$ cat config.mk
export PLATFORM = sky130hd
export DESIGN_NAME = mant_mul_seq
export DESIGN_NICKNAME = d
export VERILOG_FILES = /design/src/rtl/mant_mul_seq.sv
export SDC_FILE = /design/constraint.sdc
export NUM_CORES = 1
export LEC_CHECK = 0
export ABC_AREA = 1
export CAP_MARGIN = 20
export CELL_PAD_IN_SITES_DETAIL_PLACEMENT = 1
export CELL_PAD_IN_SITES_GLOBAL_PLACEMENT = 2
export CORE_MARGIN = 4
export CORE_UTILIZATION = 29
export DETAILED_ROUTE_END_ITERATION = 12
export PLACE_DENSITY = 0.92
export SETUP_SLACK_MARGIN = 0.02
export SKIP_CTS_REPAIR_TIMING = 1
export SYNTH_ARGS = -nofsm -noshare
export SYNTH_HDL_FRONTEND = slang
export SYNTH_SLANG_ARGS = --single-unit
$ cat constraint.sdc
create_clock -name i_clk -period 3.1 [get_ports i_clk]
set_input_delay 0.31 -clock i_clk [delete_from_list [all_inputs] [get_ports i_clk]]
set_output_delay 0.31 -clock i_clk [all_outputs]
set_load 0.02 [all_outputs]
$ cat src/rtl/mant_mul_seq.sv
// Sequential 24x24 unsigned mantissa multiplier: one shift-and-add step per cycle through a
// shared 25-bit adder, with valid/ready handshakes and a zero-operand early-out.

module add_25bits (
  input  logic [24:0] i_data_one,
  input  logic [24:0] i_data_two,
  input  logic        i_carry,
  output logic [24:0] o_sum,
  output logic        o_carry
);

  assign {o_carry, o_sum} = {1'b0, i_data_one} + {1'b0, i_data_two} + {25'd0, i_carry};

endmodule

module mant_mul_seq (
  input  logic        i_clk,
  input  logic        i_rst,
  input  logic        i_valid,
  output logic        o_ready,
  input  logic [23:0] i_mant_a,
  input  logic [23:0] i_mant_b,
  output logic        o_valid,
  input  logic        i_ready,
  output logic [47:0] o_product,
  output logic        o_busy
);

  typedef enum logic [1:0] {StIdle, StBusy, StDone} state_e;

  state_e      state_q;
  logic [23:0] mcand_q;
  logic [23:0] acc_q;
  logic [23:0] mq_q;
  logic [4:0]  cnt_q;
  logic        valid_q;
  logic        busy_q;

  logic [24:0] sum;
  logic [24:0] addend;
  logic        unused_carry;

  assign addend = mq_q[0] ? {1'b0, mcand_q} : 25'd0;

  // acc + mcand < 2^25, so the carry-out can never be set.
  add_25bits u_add (
    .i_data_one ({1'b0, acc_q}),
    .i_data_two (addend),
    .i_carry    (1'b0),
    .o_sum      (sum),
    .o_carry    (unused_carry)
  );

  always_ff @(posedge i_clk or posedge i_rst) begin
    if (i_rst) begin
      state_q <= StIdle;
      mcand_q <= 24'd0;
      acc_q   <= 24'd0;
      mq_q    <= 24'd0;
      cnt_q   <= 5'd0;
      valid_q <= 1'b0;
      busy_q  <= 1'b0;
    end else begin
      unique case (state_q)
        StIdle: begin
          if (i_valid) begin
            mcand_q <= i_mant_a;
            acc_q   <= 24'd0;
            cnt_q   <= 5'd0;
            busy_q  <= 1'b1;
            if ((i_mant_a == 24'd0) || (i_mant_b == 24'd0)) begin
              mq_q    <= 24'd0;
              valid_q <= 1'b1;
              state_q <= StDone;
            end else begin
              mq_q    <= i_mant_b;
              state_q <= StBusy;
            end
          end
        end
        StBusy: begin
          acc_q <= sum[24:1];
          mq_q  <= {sum[0], mq_q[23:1]};
          cnt_q <= cnt_q + 5'd1;
          if (cnt_q == 5'd23) begin
            valid_q <= 1'b1;
            state_q <= StDone;
          end
        end
        StDone: begin
          if (i_ready) begin
            valid_q <= 1'b0;
            busy_q  <= 1'b0;
            state_q <= StIdle;
          end
        end
        default: begin
          valid_q <= 1'b0;
          busy_q  <= 1'b0;
          state_q <= StIdle;
        end
      endcase
    end
  end

  assign o_ready   = (state_q == StIdle) & ~i_rst;
  assign o_valid   = valid_q;
  assign o_busy    = busy_q;
  assign o_product = {acc_q, mq_q};

endmodule

==> results.toml <==
[sta]
maxSlewHeadroom_pct = 41.75
fin_crit_sh_pct = 78.90
rsz0062_at_grt = "false"
drv_slew = 0
min_period_ps = 2446
fmax_ghz = 0.4089
final_hold_viol_count = 0
skew_ps = 9.966
whs_ps = 372.7
setup_viol = 0
tightest_slew_ps = 871.8
setup_tns_ps = 0

[detailed_routing]
routed-wl-met3_um = 1125
drt_iter0_drc = 272
met2_length_um = 8289
drc = 0
viasPerCell = 4.731
ant_nets = 0
top_layer = "met4"
firstDrtPassIters = 4
wl_per_cell_um = 15.69
vias = 5436
wl_met1_um = 8426
wl_um = 18030

[global_routing]
track_usage_pct = 18.28
grt_antenna_before_repair = 0
grt_max_degree = 51
grt_pass1_wl_um = 30040
grt_pass1_vias = 5649
grt_remaining_overflow = 0

[status]
status = "finished, final reports clean"

[power]
ir_drop_mv = 0.7782
p_leak_nw = 3.720
powerDensity_nw_per_um2 = 1081

[yosys]
syn_area_per_cell_um2 = 6.649
yosysTopAreaCellShare_pct = 37.36
yosysTopAreaCell = "dfrtp_1"
ys_seq_elements = 81
yosys_warnings = 0
syn_area_um2 = 5425
syn_nets = 894
synth_edf_count = 0
ys.flop_type = "dfrtp_1"
synthTopCellsByArea = "dfrtp_1 (37%), nand2_1 (21%), inv_1 (9.3%), nand3_1 (6.9%), ha_1 (5.8%)"
yosysSeqAreaShare_pct = 37.36
synthCells = 816
synthArstFlopShare_pct = 100.0
ys_types = 32

[floorplan]
ios = 103
start_util_pct = 29.79
die_h_um = 144.8
core_area_um2 = 18210
die_area_um2 = 20960
rows = 49
dieWidth_um = 144.8

[cells_and_area]
final_cell_mix = "nand2_1 (304), inv_1 (134), clkdlybuf4s50_1 (102), dfrtp_1 (81), nand3_1 (75)"
drive_gt1_share_pct = 5.652
fillers = 2326
final_nets = 993
layout.cells.most_common = "nand2_1"
n_antenna_cell = 0
final_cells = 1149
syn_to_final_growth_pct = 28.27

[job]
cap_violations = 0

[clock_tree]
path_clk_slew_ps = 70
cts-root-buf = "clkbuf_16"
clk_latency_ps = 350
numCtsBuffers = 9
cts_buffer_depth = 2
h-tree-depth = 3
cts_tree = "built"
clkSinkCount = 81

[worst_setup_path]
cpMostUsedCell = "nand2_1"
critical_path_class = "flop to flop"
arrival_ps = 2730
crit_path_cell_trace = "buf_4, nand2_1, inv_1, ha_1, inv_1, fa_1, o21ai_2, nand2_1, nand2_2, nand2_1, nand2_1, nand2_1, nand2_1, nand2_1, nand2_1"
cp-start-kind = "flop"
crit_path_max_fanout = 16
required_ps = 3390
endpoint_kind = "flop"
cpPeakStageDelay_ps = 540
cpMaxStageDelayCell = "dfrtp_1"

[placement]
hpwl_um = 14290
routabilityCongestion = 0.8112
io_buffers = 102
dpl.cell_count = 1133

[min_path]
hp-class = "primary input to async pin"
Yosys cell counts (3+ instances only):
master      n
a21oi_1    23
buf_2      13
buf_4       4
clkbuf_1    5
dfrtp_1    81
ha_1       25
inv_1     135
inv_2       5
nand2_1   304
nand2_2     8
nand3_1    75
nand3b_1    5
nand4_1    14
nor2_1     46
nor2_2      7
nor2_4      3
nor3_1      6
o21ai_0    33
o21ai_1     8
cell type report:
| type | count | area [µm²] | share of cell area, % |
|---|---|---|---|
| clock buffers | 10 | 229.0 | 3.290 |
| clock inverters | 6 | 45.04 | 0.6472 |
| inverters | 140 | 526.8 | 7.569 |
| multi-input cells | 573 | 2764 | 39.72 |
| flip-flops and latches | 81 | 2027 | 29.13 |
| well taps | 229 | 286.5 | 4.117 |
| repair buffers | 110 | 1081 | 15.53 |
report_power, final:
group / switching, mW / total, mW / internal (mW)
logic: 2.76 / 4.43 / 1.68
clock network: 0.481 / 1.03 / 0.547
registers: 0.451 / 2.06 / 1.61
cells by family after synthesis:
group | synth area share (%)
simple gates | 37.32
buf+inv | 11.79
flops | 37.36
compound gates | 6.896
fa+ha+maj | 6.135
xor+xnor | 0.3229
mux | 0.1845
through the flow:
stage	utilization [%]	total power [mW]	setup slack, ps	area [µm²]
5_1_grt	38.22	8.271	337.2	6959
3_3_place_gp	36.71	6.444	759.3	6685
3_5_place_dp	36.71	6.543	656.5	6685
2_1_floorplan	-	4.897	683.3	5425
4_1_cts	38.22	7.629	639.1	6959
6_report	38.22	7.520	654.1	6959
sequential cells by signal, summed over array words and instances (netlist names):
signal,count
acc_q,24
cnt_q,5
mcand_q,24
mq_q,24
o_busy,1
o_valid,1
state_q,2
critical path: cells and delay by family (launching register included):
family	cells	cell delay, ps
fa+ha+maj	2	610
compound gates	1	220
simple gates	9	620
flops	1	540
buf+inv	3	400
worst paths after layout:
kind,from,endpoint,slack [ps],cells past startpoint
hold reg to reg,o_valid,o_valid,480,2
setup reg to reg,mq_q[0],acc_q[23],650,15
max in group asynchronous,i_rst,acc_q[14],1930,3
hold / removal,i_rst,mq_q[16],370,2
setup / recovery,mq_q[0],acc_q[23],650,15
min in group i_clk,o_valid,o_valid,480,2
routing by layer:
| metal | GRT usage, % | vias to the layer above |
|---|---|---|
| li1 | - | 2736 |
| met1 | 24.61 | 2588 |
| met2 | 29.15 | 99 |
| met3 | 4.962 | 13 |
| met4 | 4.664 | 0 |
| met5 | 0 | - |
Power figures use the tool's default switching activity.
